**src/rtl/slot_dispatcher_pkg.sv**
```systemverilog
// Shared encodings for the slot dispatcher: descriptor status values and FSM states.
package slot_dispatcher_pkg;

  localparam logic [1:0] ST_EMPTY   = 2'b00;
  localparam logic [1:0] ST_PENDING = 2'b01;
  localparam logic [1:0] ST_DONE    = 2'b10;
  localparam logic [1:0] ST_RSVD    = 2'b11;

  typedef enum logic [2:0] {
    S_IDLE,
    S_FETCH,
    S_ISSUE,
    S_WAIT,
    S_WB,
    S_NEXT
  } state_t;

endpackage

```
**src/rtl/slot_dispatcher_if.sv**
```systemverilog
// Slot-table read/write ports and the MM2S/S2MM command channels seen by the dispatcher.
interface slot_dispatcher_if #(
  parameter int INDEX_WIDTH    = 2,
  parameter int SRC_ADDR_WIDTH = 32,
  parameter int SRC_SIZE_WIDTH = 26,
  parameter int DST_ADDR_WIDTH = 32,
  parameter int DST_SIZE_WIDTH = 26,
  parameter int STATUS_WIDTH   = 2,
  parameter int PROFILE_WIDTH  = 32
);

  logic [INDEX_WIDTH-1:0]    rd_index;
  logic [SRC_ADDR_WIDTH-1:0] rd_src_addr;
  logic [SRC_SIZE_WIDTH-1:0] rd_src_size;
  logic [DST_ADDR_WIDTH-1:0] rd_des_addr;
  logic [DST_SIZE_WIDTH-1:0] rd_des_size;
  logic [STATUS_WIDTH-1:0]   rd_status;

  logic [INDEX_WIDTH-1:0]    wr_index;
  logic [STATUS_WIDTH-1:0]   wr_status;
  logic [PROFILE_WIDTH-1:0]  wr_profile;
  logic                      set_status;
  logic                      set_profile;

  logic                      mm2s_cmd_valid;
  logic                      mm2s_cmd_ready;
  logic [SRC_ADDR_WIDTH-1:0] mm2s_cmd_addr;
  logic [SRC_SIZE_WIDTH-1:0] mm2s_cmd_size;
  logic                      mm2s_done;

  logic                      s2mm_cmd_valid;
  logic                      s2mm_cmd_ready;
  logic [DST_ADDR_WIDTH-1:0] s2mm_cmd_addr;
  logic [DST_SIZE_WIDTH-1:0] s2mm_cmd_size;
  logic                      s2mm_done;

  modport master (
    output rd_index, wr_index, wr_status, wr_profile, set_status, set_profile,
           mm2s_cmd_valid, mm2s_cmd_addr, mm2s_cmd_size,
           s2mm_cmd_valid, s2mm_cmd_addr, s2mm_cmd_size,
    input  rd_src_addr, rd_src_size, rd_des_addr, rd_des_size, rd_status,
           mm2s_cmd_ready, mm2s_done, s2mm_cmd_ready, s2mm_done
  );

  modport slave (
    input  rd_index, wr_index, wr_status, wr_profile, set_status, set_profile,
           mm2s_cmd_valid, mm2s_cmd_addr, mm2s_cmd_size,
           s2mm_cmd_valid, s2mm_cmd_addr, s2mm_cmd_size,
    output rd_src_addr, rd_src_size, rd_des_addr, rd_des_size, rd_status,
           mm2s_cmd_ready, mm2s_done, s2mm_cmd_ready, s2mm_done
  );

endinterface

```
**src/rtl/slot_dispatcher_dma_cmd_chan.sv**
```systemverilog
// One DMA command channel: latches a descriptor, holds valid until ready, and
// tracks accepted/completed with a bypass for zero-length transfers.
module dma_cmd_chan #(
  parameter int ADDR_WIDTH = 32,
  parameter int SIZE_WIDTH = 26
) (
  input  logic                  clk,
  input  logic                  reset,
  input  logic                  load,
  input  logic                  active,
  input  logic [ADDR_WIDTH-1:0] desc_addr,
  input  logic [SIZE_WIDTH-1:0] desc_size,
  output logic                  cmd_valid,
  input  logic                  cmd_ready,
  output logic [ADDR_WIDTH-1:0] cmd_addr,
  output logic [SIZE_WIDTH-1:0] cmd_size,
  input  logic                  done_in,
  output logic                  accepted,
  output logic                  completed
);

  logic acc_q;
  logic done_q;
  logic bypass;

  assign bypass = (desc_size == '0);

  // Zero-length transfers start out already accepted and completed.
  always_ff @(posedge clk) begin
    if (reset) begin
      acc_q    <= 1'b0;
      done_q   <= 1'b0;
      cmd_addr <= '0;
      cmd_size <= '0;
    end else if (load) begin
      cmd_addr <= desc_addr;
      cmd_size <= desc_size;
      acc_q    <= bypass;
      done_q   <= bypass;
    end else if (active) begin
      if (cmd_valid && cmd_ready) acc_q  <= 1'b1;
      if (done_in)                done_q <= 1'b1;
    end
  end

  assign cmd_valid = active & ~acc_q;
  // Same-cycle handshake/completion counts, so the FSM advances without an extra cycle.
  assign accepted  = acc_q | (cmd_valid & cmd_ready);
  assign completed = done_q | (active & done_in);

endmodule

```
**src/rtl/slot_dispatcher.sv**
```systemverilog
// Walks the slot table in index order, dispatches each PENDING descriptor to the
// MM2S/S2MM command channels, and writes back DONE plus the measured cycle count.
module slot_dispatcher
  import slot_dispatcher_pkg::*;
#(
  parameter int INDEX_WIDTH    = 2,
  parameter int SRC_ADDR_WIDTH = 32,
  parameter int SRC_SIZE_WIDTH = 26,
  parameter int DST_ADDR_WIDTH = 32,
  parameter int DST_SIZE_WIDTH = 26,
  parameter int STATUS_WIDTH   = 2,
  parameter int PROFILE_WIDTH  = 32
) (
  input  logic               clk,
  input  logic               reset,
  input  logic               start,
  output logic               busy,
  output logic               done,
  slot_dispatcher_if.master  bus
);

  localparam logic [INDEX_WIDTH-1:0] IDX_LAST = {INDEX_WIDTH{1'b1}};

  state_t                   state;
  state_t                   state_n;
  logic [INDEX_WIDTH-1:0]   idx;
  logic [PROFILE_WIDTH-1:0] profile;
  logic                     done_q;
  logic                     load;
  logic                     active;
  logic                     mm2s_acc;
  logic                     mm2s_cmp;
  logic                     s2mm_acc;
  logic                     s2mm_cmp;

  function automatic logic [PROFILE_WIDTH-1:0] sat_inc(input logic [PROFILE_WIDTH-1:0] v);
    return (&v) ? v : v + PROFILE_WIDTH'(1);
  endfunction

  assign load   = (state == S_FETCH);
  assign active = (state == S_ISSUE) || (state == S_WAIT);

  dma_cmd_chan #(
    .ADDR_WIDTH (SRC_ADDR_WIDTH),
    .SIZE_WIDTH (SRC_SIZE_WIDTH)
  ) u_mm2s (
    .clk       (clk),
    .reset     (reset),
    .load      (load),
    .active    (active),
    .desc_addr (bus.rd_src_addr),
    .desc_size (bus.rd_src_size),
    .cmd_valid (bus.mm2s_cmd_valid),
    .cmd_ready (bus.mm2s_cmd_ready),
    .cmd_addr  (bus.mm2s_cmd_addr),
    .cmd_size  (bus.mm2s_cmd_size),
    .done_in   (bus.mm2s_done),
    .accepted  (mm2s_acc),
    .completed (mm2s_cmp)
  );

  dma_cmd_chan #(
    .ADDR_WIDTH (DST_ADDR_WIDTH),
    .SIZE_WIDTH (DST_SIZE_WIDTH)
  ) u_s2mm (
    .clk       (clk),
    .reset     (reset),
    .load      (load),
    .active    (active),
    .desc_addr (bus.rd_des_addr),
    .desc_size (bus.rd_des_size),
    .cmd_valid (bus.s2mm_cmd_valid),
    .cmd_ready (bus.s2mm_cmd_ready),
    .cmd_addr  (bus.s2mm_cmd_addr),
    .cmd_size  (bus.s2mm_cmd_size),
    .done_in   (bus.s2mm_done),
    .accepted  (s2mm_acc),
    .completed (s2mm_cmp)
  );

  always_ff @(posedge clk) begin
    if (reset) begin
      state   <= S_IDLE;
      idx     <= '0;
      profile <= '0;
      done_q  <= 1'b0;
    end else begin
      state  <= state_n;
      done_q <= (state == S_NEXT) && (idx == IDX_LAST);
      if (state == S_IDLE && start)           idx <= '0;
      else if (state == S_NEXT && idx != IDX_LAST) idx <= idx + INDEX_WIDTH'(1);
      if (state == S_FETCH) profile <= '0;
      else if (active)      profile <= sat_inc(profile);
    end
  end

  always_comb begin
    state_n = state;
    case (state)
      S_IDLE:  if (start) state_n = S_FETCH;
      S_FETCH: state_n = (bus.rd_status == STATUS_WIDTH'(ST_PENDING)) ? S_ISSUE : S_NEXT;
      S_ISSUE: if (mm2s_acc && s2mm_acc) state_n = S_WAIT;
      S_WAIT:  if (mm2s_cmp && s2mm_cmp) state_n = S_WB;
      S_WB:    state_n = S_NEXT;
      S_NEXT:  state_n = (idx == IDX_LAST) ? S_IDLE : S_FETCH;
      default: state_n = S_IDLE;
    endcase
  end

  always_comb begin
    bus.set_status  = 1'b0;
    bus.set_profile = 1'b0;
    bus.wr_index    = '0;
    bus.wr_status   = '0;
    bus.wr_profile  = '0;
    if (state == S_WB) begin
      bus.set_status  = 1'b1;
      bus.set_profile = 1'b1;
      bus.wr_index    = idx;
      bus.wr_status   = STATUS_WIDTH'(ST_DONE);
      bus.wr_profile  = profile;
    end
  end

  assign bus.rd_index = idx;
  assign busy         = (state != S_IDLE);
  assign done         = done_q;

endmodule

```
**src/flat_wrapper.sv**
```systemverilog
// flat-port wrapper written by rule: the top's interface ports become plain ports
module slot_dispatcher_flat import slot_dispatcher_pkg::*;
#(
  parameter int INDEX_WIDTH    = 2,
  parameter int SRC_ADDR_WIDTH = 32,
  parameter int SRC_SIZE_WIDTH = 26,
  parameter int DST_ADDR_WIDTH = 32,
  parameter int DST_SIZE_WIDTH = 26,
  parameter int STATUS_WIDTH   = 2,
  parameter int PROFILE_WIDTH  = 32
)
  (clk, reset, start, busy, done, bus_rd_index, bus_wr_index, bus_wr_status, bus_wr_profile, bus_set_status, bus_set_profile, bus_mm2s_cmd_valid, bus_mm2s_cmd_addr, bus_mm2s_cmd_size, bus_s2mm_cmd_valid, bus_s2mm_cmd_addr, bus_s2mm_cmd_size, bus_rd_src_addr, bus_rd_src_size, bus_rd_des_addr, bus_rd_des_size, bus_rd_status, bus_mm2s_cmd_ready, bus_mm2s_done, bus_s2mm_cmd_ready, bus_s2mm_done);
  slot_dispatcher_if #(.INDEX_WIDTH(INDEX_WIDTH), .SRC_ADDR_WIDTH(SRC_ADDR_WIDTH), .SRC_SIZE_WIDTH(SRC_SIZE_WIDTH), .DST_ADDR_WIDTH(DST_ADDR_WIDTH), .DST_SIZE_WIDTH(DST_SIZE_WIDTH), .STATUS_WIDTH(STATUS_WIDTH), .PROFILE_WIDTH(PROFILE_WIDTH)) bus_i ();
  input  logic clk;
  input  logic reset;
  input  logic start;
  output logic busy;
  output logic done;
  output wire logic [$bits(bus_i.rd_index)-1:0] bus_rd_index;
  output wire logic [$bits(bus_i.wr_index)-1:0] bus_wr_index;
  output wire logic [$bits(bus_i.wr_status)-1:0] bus_wr_status;
  output wire logic [$bits(bus_i.wr_profile)-1:0] bus_wr_profile;
  output wire logic [$bits(bus_i.set_status)-1:0] bus_set_status;
  output wire logic [$bits(bus_i.set_profile)-1:0] bus_set_profile;
  output wire logic [$bits(bus_i.mm2s_cmd_valid)-1:0] bus_mm2s_cmd_valid;
  output wire logic [$bits(bus_i.mm2s_cmd_addr)-1:0] bus_mm2s_cmd_addr;
  output wire logic [$bits(bus_i.mm2s_cmd_size)-1:0] bus_mm2s_cmd_size;
  output wire logic [$bits(bus_i.s2mm_cmd_valid)-1:0] bus_s2mm_cmd_valid;
  output wire logic [$bits(bus_i.s2mm_cmd_addr)-1:0] bus_s2mm_cmd_addr;
  output wire logic [$bits(bus_i.s2mm_cmd_size)-1:0] bus_s2mm_cmd_size;
  input wire logic [$bits(bus_i.rd_src_addr)-1:0] bus_rd_src_addr;
  input wire logic [$bits(bus_i.rd_src_size)-1:0] bus_rd_src_size;
  input wire logic [$bits(bus_i.rd_des_addr)-1:0] bus_rd_des_addr;
  input wire logic [$bits(bus_i.rd_des_size)-1:0] bus_rd_des_size;
  input wire logic [$bits(bus_i.rd_status)-1:0] bus_rd_status;
  input wire logic [$bits(bus_i.mm2s_cmd_ready)-1:0] bus_mm2s_cmd_ready;
  input wire logic [$bits(bus_i.mm2s_done)-1:0] bus_mm2s_done;
  input wire logic [$bits(bus_i.s2mm_cmd_ready)-1:0] bus_s2mm_cmd_ready;
  input wire logic [$bits(bus_i.s2mm_done)-1:0] bus_s2mm_done;
  assign bus_rd_index = bus_i.rd_index;
  assign bus_wr_index = bus_i.wr_index;
  assign bus_wr_status = bus_i.wr_status;
  assign bus_wr_profile = bus_i.wr_profile;
  assign bus_set_status = bus_i.set_status;
  assign bus_set_profile = bus_i.set_profile;
  assign bus_mm2s_cmd_valid = bus_i.mm2s_cmd_valid;
  assign bus_mm2s_cmd_addr = bus_i.mm2s_cmd_addr;
  assign bus_mm2s_cmd_size = bus_i.mm2s_cmd_size;
  assign bus_s2mm_cmd_valid = bus_i.s2mm_cmd_valid;
  assign bus_s2mm_cmd_addr = bus_i.s2mm_cmd_addr;
  assign bus_s2mm_cmd_size = bus_i.s2mm_cmd_size;
  assign bus_i.rd_src_addr = bus_rd_src_addr;
  assign bus_i.rd_src_size = bus_rd_src_size;
  assign bus_i.rd_des_addr = bus_rd_des_addr;
  assign bus_i.rd_des_size = bus_rd_des_size;
  assign bus_i.rd_status = bus_rd_status;
  assign bus_i.mm2s_cmd_ready = bus_mm2s_cmd_ready;
  assign bus_i.mm2s_done = bus_mm2s_done;
  assign bus_i.s2mm_cmd_ready = bus_s2mm_cmd_ready;
  assign bus_i.s2mm_done = bus_s2mm_done;
  slot_dispatcher #(.INDEX_WIDTH(INDEX_WIDTH), .SRC_ADDR_WIDTH(SRC_ADDR_WIDTH), .SRC_SIZE_WIDTH(SRC_SIZE_WIDTH), .DST_ADDR_WIDTH(DST_ADDR_WIDTH), .DST_SIZE_WIDTH(DST_SIZE_WIDTH), .STATUS_WIDTH(STATUS_WIDTH), .PROFILE_WIDTH(PROFILE_WIDTH)) u_core (.clk(clk), .reset(reset), .start(start), .busy(busy), .done(done), .bus(bus_i));
endmodule
```
**config.mk**
```make
export PLATFORM = sky130hd
export DESIGN_NAME = slot_dispatcher_flat
export DESIGN_NICKNAME = d
export VERILOG_FILES = /design/src/rtl/slot_dispatcher_pkg.sv /design/src/rtl/slot_dispatcher_if.sv /design/src/rtl/slot_dispatcher_dma_cmd_chan.sv /design/src/rtl/slot_dispatcher.sv /design/src/flat_wrapper.sv
export SDC_FILE = /design/constraint.sdc
export NUM_CORES = 1
export LEC_CHECK = 0
export CAP_MARGIN = 0
export CORE_ASPECT_RATIO = 1.75
export CORE_MARGIN = 4
export CORE_UTILIZATION = 30
export CTS_BUF_LIST = sky130_fd_sc_hd__clkbuf_8
export DETAILED_ROUTE_END_ITERATION = 16
export GPL_TIMING_DRIVEN = 1
export PLACE_DENSITY = 0.73
export REMOVE_ABC_BUFFERS = 1
export SLEW_MARGIN = 20
export SYNTH_ARGS = -nofsm -noshare
export SYNTH_HDL_FRONTEND = slang
export SYNTH_SLANG_ARGS = --single-unit
```
**constraint.sdc**
```tcl
create_clock -name clk -period 5.01 [get_ports clk]
set_input_delay 1.002 -clock clk [delete_from_list [all_inputs] [get_ports clk]]
set_output_delay 1.002 -clock clk [all_outputs]
set_load 0.1 [all_outputs]
```
==> flow_metrics.py <==
metrics = {
    "critical_path": {
        "critPathKind": "flop to output port",
        "worstPathMaxFanout": 10,
        "worst_ep_required_time_ns": 4.01,
        "worst_ep_arrival_time_ns": 3.03,
        "end_kind": "output port",
        "critPathLaunchType": "flop",
    },
    "layout": {
        "syn2layout_area_growth_pct": 51.5,
        "finish.net_count": 1194,
        "stdcell_count": 1332,
        "n_antenna_cell": 0,
        "drive_above_1_share": 0.0778,
        "fin_util": 0.464,
    },
    "cts": {
        "cts_root_buf": "clkbuf_8",
        "cts_buffers": 17,
        "clock_sinks": 158,
        "clockBufferDepth": 2,
        "cts_resized": 0,
        "postCtsHoldBufs": 0,
        "insertion_delay_ns": 0.45,
        "cts_max_level": 4,
        "clk_pin_slew_ns": 0.08,
        "cts_tree": "done",
        "cts_setup_buffers": 0,
    },
    "timing": {
        "relSlewSlack": 0.290,
        "max_freq_ghz": 0.248,
        "rsz0062_at_grt": "false",
        "worst_pin_slew_ns": 1.06,
        "setup_tns_ns": 0,
        "finClkSkew_ns": 0.0178,
        "period_needed_ns": 4.04,
        "hold_viol_final": 0,
        "drv_slew": 0,
        "hold_slack_ns": 0.455,
        "setup_viol": 0,
        "finalCritPeriodShare": 0.805,
    },
    "yosys": {
        "syn_area_um2": 6400,
        "syn-instance-count": 813,
        "yosysSeqAreaShare": 0.494,
        "yosysWarnings": 0,
        "synth_area_per_cell_um2": 7.88,
        "ys.flop_type": "dfxtp_1",
        "synthTopCellsByCount": "nand2_1, dfxtp_1, a21oi_1, clkbuf_1, and2_1",
        "synth.area.top_cells": "dfxtp_1, nand2_1, a21oi_1",
        "ys_types": 52,
        "synth.largest_area_cell": "dfxtp_1",
        "netlist.area_leader.share": 0.494,
        "synth_most_common_cell": "nand2_1",
        "synth_edf_count": 0,
        "ys_ff_latch": 158,
        "async_flop_share": 0,
    },
    "global_routing": {
        "grt_use_total": 0.169,
        "grt_pass1_vias": 6235,
        "antenna_found_initial": 0,
        "global_route.overflow_total": 0,
        "grt_max_degree": 80,
        "grt_pass1_wl_um": 32200,
    },
    "routing": {
        "firstDrtPassIters": 5,
        "wirelength_um": 21100,
        "postRouteAntennaNets": 0,
        "vias": 6571,
        "vias_per_cell": 4.93,
        "drt_iter0_drc": 416,
        "wl_per_cell_um": 15.8,
        "post-route-drc-count": 0,
    },
    "power": {
        "power_density_nw_per_um2": 363,
        "p_leak_nw": 3.40,
        "p_total_mw": 3.52,
        "ir_drop_mv": 0.240,
    },
    "status": {
        "status": "complete, no violations",
    },
    "worst_hold_path": {
        "min_path_type": "flop to flop",
    },
    "die": {
        "num_rows": 70,
        "core_um2": 20900,
        "fp.dieH_um": 201,
        "ioPinCount": 285,
        "start_util": 0.306,
        "dieWidth_um": 118,
        "dieArea_um2": 23800,
    },
    "place": {
        "io_buffers": 283,
        "place_inst": 1300,
        "place.gp.congestion": 0.827,
        "post-dp-hpwl_um": 15600,
    },
    "run": {
        "cap_violations": 0,
    },
}
==> cell usage in the layout, fill, tap and decap left out, drive strengths merged, types with 4 or more instances in the layout <==
cell type	Yosys	layout
a211oi	4	4
a21boi	4	4
a21oi	143	143
a31oi	6	6
and2	31	31
buf	12	34
clkbuf	43	20
clkdlybuf4s50	0	256
clkinv	0	4
dfxtp	158	158
inv	6	10
nand2	250	250
nand3	13	13
nand4	13	13
nor2	18	18
nor3	10	10
nor4	15	15
o211ai	4	4
o21ai	22	22
or3	20	20
or4	4	4
xnor2	6	6
==> path summary, 6_finish.rpt <==
check                                  from                         to  slack [ns]  cells after the start
setup / recovery            u_core.state[2]            bus_wr_index[1]        0.97                      4
hold / removal    u_core.u_s2mm.cmd_addr[4]  u_core.u_s2mm.cmd_addr[4]        0.46                      2
setup reg to reg            u_core.state[0]       u_core.u_s2mm.done_q        2.25                      4
hold reg to reg   u_core.u_s2mm.cmd_addr[4]  u_core.u_s2mm.cmd_addr[4]        0.46                      2
==> flip-flops by register name (all words and copies together) (netlist names) <==
register / cells
u_core.profile: 32
u_core.u_mm2s.cmd_addr: 32
u_core.u_s2mm.cmd_addr: 32
u_core.u_mm2s.cmd_size: 26
u_core.u_s2mm.cmd_size: 26
u_core.state: 3
u_core.bus.rd_index: 2
u_core.done: 1
u_core.u_mm2s.acc_q: 1
u_core.u_mm2s.done_q: 1
u_core.u_s2mm.acc_q: 1
u_core.u_s2mm.done_q: 1
==> metrics by stage <==
stage	area (µm²)	setup slack, ns
after floorplan	6160	-4.85
after global placement	9320	1.43
after detailed placement	9320	1.41
after CTS	9710	0.877
after global routing	9710	0.716
final	9710	0.975
==> per-layer routing <==
metal | up-vias | global-route usage | share of wire
met4 | 0 | 0.0634 | 0.023
met1 | 3039 | 0.165 | 0.37
met2 | 235 | 0.321 | 0.54
met3 | 29 | 0.0624 | 0.076
li1 | 3268 | - | -
met5 | - | 0 | 0
==> report_power, final <==
group	total [mW]	internal (mW)	leakage, nW	switching (mW)
Clock	0.927	0.435	0.193	0.492
Combinational	1.20	0.299	1.92	0.898
Sequential	1.40	1.35	1.29	0.0521
Total	3.52	2.08	3.40	1.44
==> critical path: stages (launching register included) <==
cell	delay, ns
dfxtp_1	0.48
inv_1	0.21
nor3_2	0.55
and2_1	0.21
clkdlybuf4s50_1	1.13
==> kinds of logic after synthesis <==
| family | share of synthesized area |
|---|---|
| buf+inv | 0.0410 |
| flops | 0.494 |
| compound gates | 0.170 |
| xor+xnor | 0.00957 |
| simple gates | 0.281 |
| fa+ha+maj | 0.00391 |
| other cells | 0.000585 |
==> cell type report <==
| class | count | area [µm²] |
|---|---|---|
| multi-input combinational | 594 | 3000 |
| timing repair buffer | 290 | 2820 |
| clock inverter | 12 | 110 |
| fill | 2075 | 11200 |
| tap | 252 | 315 |
| sequential | 158 | 3160 |
| clock buffer | 20 | 275 |
| inverter | 6 | 22.5 |
Power figures use the tool's default switching activity.
==> variant 1 (same settings) <==
`PROFILE_WIDTH` is set to 32 in 3 places; all go to 48.
--- a/src/rtl/slot_dispatcher_if.sv
+++ b/src/rtl/slot_dispatcher_if.sv
@@ -6,7 +6,7 @@
   parameter int DST_ADDR_WIDTH = 32,
   parameter int DST_SIZE_WIDTH = 26,
   parameter int STATUS_WIDTH   = 2,
-  parameter int PROFILE_WIDTH  = 32
+  parameter int PROFILE_WIDTH  = 48
 );
 
   logic [INDEX_WIDTH-1:0]    rd_index;
--- a/src/rtl/slot_dispatcher.sv
+++ b/src/rtl/slot_dispatcher.sv
@@ -9,7 +9,7 @@
   parameter int DST_ADDR_WIDTH = 32,
   parameter int DST_SIZE_WIDTH = 26,
   parameter int STATUS_WIDTH   = 2,
-  parameter int PROFILE_WIDTH  = 32
+  parameter int PROFILE_WIDTH  = 48
 ) (
   input  logic               clk,
   input  logic               reset,
--- a/src/flat_wrapper.sv
+++ b/src/flat_wrapper.sv
@@ -7,7 +7,7 @@
   parameter int DST_ADDR_WIDTH = 32,
   parameter int DST_SIZE_WIDTH = 26,
   parameter int STATUS_WIDTH   = 2,
-  parameter int PROFILE_WIDTH  = 32
+  parameter int PROFILE_WIDTH  = 48
 )
   (clk, reset, start, busy, done, bus_rd_index, bus_wr_index, bus_wr_status, bus_wr_profile, bus_set_status, bus_set_profile, bus_mm2s_cmd_valid, bus_mm2s_cmd_addr, bus_mm2s_cmd_size, bus_s2mm_cmd_valid, bus_s2mm_cmd_addr, bus_s2mm_cmd_size, bus_rd_src_addr, bus_rd_src_size, bus_rd_des_addr, bus_rd_des_size, bus_rd_status, bus_mm2s_cmd_ready, bus_mm2s_done, bus_s2mm_cmd_ready, bus_s2mm_done);
   slot_dispatcher_if #(.INDEX_WIDTH(INDEX_WIDTH), .SRC_ADDR_WIDTH(SRC_ADDR_WIDTH), .SRC_SIZE_WIDTH(SRC_SIZE_WIDTH), .DST_ADDR_WIDTH(DST_ADDR_WIDTH), .DST_SIZE_WIDTH(DST_SIZE_WIDTH), .STATUS_WIDTH(STATUS_WIDTH), .PROFILE_WIDTH(PROFILE_WIDTH)) bus_i ();
Ports: changed (resized bus_wr_profile); port bits go from 285 to 301. No check against the original RTL was run, so the function may have changed too.
==> variant 1 against the original RTL <==
Count of clock-buffer cells in the layout decreased by 3. Non-clock buffer count up 16. Setup slack improved by 0.15 ns. Clock skew fell by 0.0097 ns. Design area is 12% higher. Via count grew 15%. Sequential cell count grew 16. Total power rose by 8.4%. Routed wire length is 19% higher. Synthesized area increased by 15%. Utilization fell by 1.2 points. Critical path type unchanged.
==> variant 1: results (changes against the original RTL) <==
Synthesis
  – Synth area leaders: dfxtp_1 (47%), nand2_1 (13%), a21oi_1 (8.5%), and2_1 (3.7%), nor2_1 (2.8%)
  – Sequential share of the synthesized area: 47.1% (-2.3 points)
  – Mapped Cells: 951 (+17%)
  – YS warnings: 0 (unchanged)
  – Synth unique cells: 47 (-9.6%)
  – Ys async rst share: 0% (unchanged)
  – Post-synth top cells: nand2_1 (258), dfxtp_1 (174), a21oi_1 (126), nor2_1 (56), clkbuf_1 (48)

Power
  – Pint: 2250 µW (+8.0%)
  – Logic pwr share: 32.8% (-1.2 points)
  – P_leak: 0.00387 µW (+14%)
  – Peak VDD IR: 387 µV (+61%)
  – Seq power: 1530 µW (+9%)

Clock tree
  – CTS root buffer: clkbuf_8
  – Post-CTS Setup Bufs: 0 (unchanged)
  – CTS max path bufs: 2 (unchanged)
  – Quantity of gates resized following cts: 0 (unchanged)
  – Clock latency on the worst-skew pair: 0.49 ns (+0.04 ns)
  – Cts bufs inserted: 17 (unchanged)
  – H-tree levels: 4 (unchanged)
  – Clock transition at path regs: 0.10 ns (+0.02 ns)

Placement
  – Pre-CTS setup slack: 1.62 ns (+0.219 ns)
  – HPWL Detailed: 18700 µm (+20%)
  – # port buffers: 299 (+5.7%)
  – Gpl congestion: 0.938 (+13%)
  – Placed cell count: 1500 (+15%)
  – Dpl cell area: 10500 µm² (+12%)

Drt
  – DR WL/cell: 16.4 µm (+3.5%)
  – Initial DRC count: 389 (-6.5%)
  – Number of detailed-route iterations in the first pass: 7 (+2)
  – Via count: 7579 (+15%)
  – DRT Wirelength: 25100 µm (+19%)

Layout
  – Share of layout cells above drive strength 1: 8.25% (+0.47 points)
  – Nets: 1338 (+12%)
  – Largest regs: u_core.profile (48), u_core.u_mm2s.cmd_addr (32), u_core.u_s2mm.cmd_addr (32)
  – Layout fillers: 2411 (+16%)

Global routing
  – First-pass GRT wire length: 38500 µm (+20%)
  – GRT Total Usage: 17.8% (+0.89 points)
  – Largest net degree at the start of global routing: 118 (+48%)
  – Vias in the first global route: 7337 (+18%)
  – Initial antenna violation count: 2 (+2)

Critical path
  – Crit path max fanout: 27 (+17)
  – Slowest cell on crit path: nor3_2
  – Crit-path leading delay family: simple AND/OR/NAND/NOR gates
  – CP max stage delay: 0.81 ns (-0.32 ns)
  – CP Data Arrival Time: 2.88 ns (-0.15 ns)

STA
  – Worst slew pin tran: 1.04 ns (-0.0239 ns)
  – Clock Skews: 0.00815 ns (-0.00970 ns)
  – Fin. Hold Viols: 0 (unchanged)
  – Max-slew violation count: 0 (unchanged)

Min path
  – Hold WC Path Type: flip-flop to flip-flop

Status
  – Status: complete, no violations
variant 1: changes by cell type after synthesis, moves of 16 or more:
cell     change
dfxtp_1     +16
nand3_1     +17
nand4_1     +18
nor2_1      +38
xor2_1      +21
variant 1: cell families after synthesis:
family                     count (synthesis)  synth area share (%)
and+or+nand+nor                          502                  32.4
AOI/OAI and AO/OA                        156                  11.2
xor gates and xnor gates                  39                  4.62
DFF                                      174                  47.1
other                                      1                0.0507
adders and majority gates                  2                 0.338
buffers and inverters                     77                  4.31
variant 1: layer usage:
metal  GRT usage (%)  routed length (µm)
met1            17.4                8910
met2            33.0               13500
met3            5.39                1770
met4            9.34                 973
met5               0                   0
variant 1: path summary, 6_finish.rpt:
check	depth (start not counted)	start	end	slack (ns)
hold / removal	2	u_core.u_mm2s.cmd_addr[22]	u_core.u_mm2s.cmd_addr[22]	0.46
setup reg to reg	6	u_core.profile[35]	u_core.profile[23]	1.93
hold reg to reg	2	u_core.u_mm2s.cmd_addr[22]	u_core.u_mm2s.cmd_addr[22]	0.46
setup / recovery	5	u_core.state[2]	bus_wr_profile[3]	1.13
variant 1: per-stage QoR:
stage / total power [µW] / util (%)
4_1_cts: 3860 / 45.1
5_1_grt: 3970 / 45.1
3_3_place_gp: 2810 / 43.4
3_5_place_dp: 2820 / 43.4
2_1_floorplan: 2440 / -
6_report: 3820 / 45.1
variant 1: cell type report:
type / count / area [µm²] / area share, %
inverters: 12 / 45.0 / 0.414
flip-flops and latches: 174 / 3480 / 32.0
clock buffers: 17 / 234 / 2.15
repair buffers: 306 / 2940 / 27.0
multi-input cells: 700 / 3620 / 33.2
well taps: 308 / 385 / 3.54
diodes: 2 / 5.00 / 0.0460
clock inverters: 15 / 174 / 1.60
==> variant 2 (config.mk and constraints unchanged) <==
Without the edit above. Encoding of `state_t`: now one-hot (6 bits for 6 states).
--- a/src/rtl/slot_dispatcher_pkg.sv
+++ b/src/rtl/slot_dispatcher_pkg.sv
@@ -6,13 +6,13 @@
   localparam logic [1:0] ST_DONE    = 2'b10;
   localparam logic [1:0] ST_RSVD    = 2'b11;
 
-  typedef enum logic [2:0] {
-    S_IDLE,
-    S_FETCH,
-    S_ISSUE,
-    S_WAIT,
-    S_WB,
-    S_NEXT
+  typedef enum logic [5:0] {
+    S_IDLE  = 6'b000001,
+    S_FETCH = 6'b000010,
+    S_ISSUE = 6'b000100,
+    S_WAIT  = 6'b001000,
+    S_WB    = 6'b010000,
+    S_NEXT  = 6'b100000
   } state_t;
 
 endpackage
Behaviour: same outputs for any inputs over 10 cycles, from zero or initial values and one cycle with reset high; not proved beyond that.
==> variant 2 against the original RTL <==
Hold slack lost 0.0012 ns. First-iteration DRC count is 2.6% lower. Routed wire length is 5.6% higher. Critical path depth increased by 2. Largest power group unchanged. Combinational power down 21%. Clock power down 2%. Largest cell class unchanged. Sequential cell count increased by 3. Design area grew 3.3%. Clock skew shrank 0.0046 ns. Synthesized area rose by 3.9%. Final cell count grew 4.8%. Sequential share of layout area decreased by 0.43 points. Total power is 7.9% lower. Setup slack lost 0.11 ns.
==> variant 2: results (changes against the original RTL) <==
Placement
  – Dpl cell area: 9650 µm² (+3.6%)
  – Pre-CTS setup slack: 1.34 ns (-0.0680 ns)
  – # port buffers: 283 (unchanged)
  – HPWL Detailed: 16400 µm (+5.6%)
  – Gpl congestion: 0.918 (+11%)

Power
  – P_leak: 0.00331 µW (-2.8%)
  – Peak VDD IR: 259 µV (+7.5%)

Clock tree
  – Clock latency on the worst-skew pair: 0.47 ns (+0.02 ns)
  – CTS max path bufs: 2 (unchanged)
  – Clock transition at path regs: 0.08 ns (about the same)
  – CTS root buffer: clkbuf_8
  – Post-CTS Setup Bufs: 0 (unchanged)
  – Cts hold-fix bufs: 0 (unchanged)

Synthesis
  – Sequential share of the synthesized area: 48.4% (-0.95 points)
  – Synth Area in XOR/XNOR: 1.71% (+0.75 points)
  – Area share of fa/ha/maj cells after synthesis: 0.376% (-0.015 points)
  – Ys async rst share: 0% (unchanged)
  – Synth Flop Type: dfxtp_1
  – Post-synth top cells: nand2_1 (257), dfxtp_1 (161), a21oi_1 (137), clkbuf_1 (45), and2_1 (35)
  – Synth Area in Compound Gates: 15.5% (-1.5 points)
  – Post-synthesis mux area share: 0.602% (+0.60 points)
  – YS warnings: 0 (unchanged)
  – Synth unique cells: 49 (-5.8%)
  – Synth area leaders: dfxtp_1 (48%), nand2_1 (14%), a21oi_1 (10%), and2_1 (3.3%), clkbuf_1 (2.5%)

Global routing
  – Met1 GRT Util: 17.1% (+0.59 points)
  – Largest net degree at the start of global routing: 80 (unchanged)
  – GRT Total Usage: 17.8% (+0.86 points)
  – Met2 Track Usage GR: 33.1% (+1.0 points)
  – First-pass GRT wire length: 34700 µm (+7.6%)
  – Met3 Use GR: 6.71% (+0.47 points)
  – Vias in the first global route: 6742 (+8.1%)

Layout
  – Antenna cells: 0 (unchanged)
  – Nets: 1218 (+2.0%)
  – Share of layout cells above drive strength 1: 5.80% (-2.0 points)
  – Layout fillers: 2173 (+4.7%)
  – Largest regs: u_core.profile (32), u_core.u_mm2s.cmd_addr (32), u_core.u_s2mm.cmd_addr (32)

Critical path
  – CP max stage delay: 1.13 ns (about the same)
  – Crit path max fanout: 33 (+23)
  – Crit path buf inv count: 2 (unchanged)

Drt
  – Via count: 6756 (+2.8%)
  – Number of detailed-route iterations in the first pass: 4 (-1)
  – Initial DRC count: 405 (-2.6%)
  – DR WL/cell: 15.9 µm (+0.76%)
  – Met1 wire length: 7770 µm (+0.96%)
  – Met3 wire length: 1740 µm (+8.7%)
  – Routed length on met2: 11900 µm (+5.7%)

Status
  – Status: complete, no violations

Min path
  – Hold WC Path Type: flip-flop to flip-flop

STA
  – Clock Skews: 0.0133 ns (-0.00456 ns)
  – Worst slew pin tran: 1.06 ns (-0.00220 ns)
## variant 2: changes by cell type after synthesis, sizes merged, moves of 6 or more
cell	delta
or3	-10
nand2	+8
o21ai	-8
or4	+7
a21oi	-6
nor4	+6
## variant 2: layout make-up
cell class	count	area (µm²)	area share, %
repair buffers	289	2860	28.5
flip-flops and latches	161	3220	32.2
clock inverters	13	98.8	0.986
multi-input cells	614	3190	31.8
clock buffers	19	262	2.61
inverters	8	30.0	0.300
well taps	292	365	3.64
## variant 2: path summary, 6_finish.rpt
path,startpoint,to,slack [ns],cells after the start
setup / recovery,u_core.state[1],bus_wr_profile[12],0.87,6
hold / removal,u_core.u_s2mm.cmd_size[0],u_core.u_s2mm.cmd_size[0],0.45,2
setup reg to reg,u_core.state[5],u_core.u_mm2s.acc_q,2.33,5
hold reg to reg,u_core.u_s2mm.cmd_size[0],u_core.u_s2mm.cmd_size[0],0.45,2
## variant 2: cells by family (layout without fill, tap and decap cells)
| kind of cell | count (synthesis) | after routing |
|---|---|---|
| simple gates | 410 | 410 |
| compound gates | 184 | 184 |
| flops | 161 | 161 |
| buf+inv | 64 | 329 |
| xor+xnor | 13 | 13 |
| mux | 4 | 4 |
| fa+ha+maj | 2 | 2 |
| other cells | 1 | 1 |
## variant 2: metrics by stage
stage / hold WS (ns) / std cells / total power, µW
5_1_grt: 0.474 / 1396 / 3380
3_5_place_dp: 0.445 / 1364 / 2370
6_report: 0.454 / 1396 / 3240
3_3_place_gp: 0.440 / 1364 / 2360
4_1_cts: 0.457 / 1396 / 3290
2_1_floorplan: 0.451 / 783 / 2050
## variant 2: report_power, final
| part | total (µW) | internal [µW] | switching, µW |
|---|---|---|---|
| logic | 946 | 258 | 688 |
| clock network | 908 | 410 | 498 |
| registers | 1390 | 1350 | 41.6 |
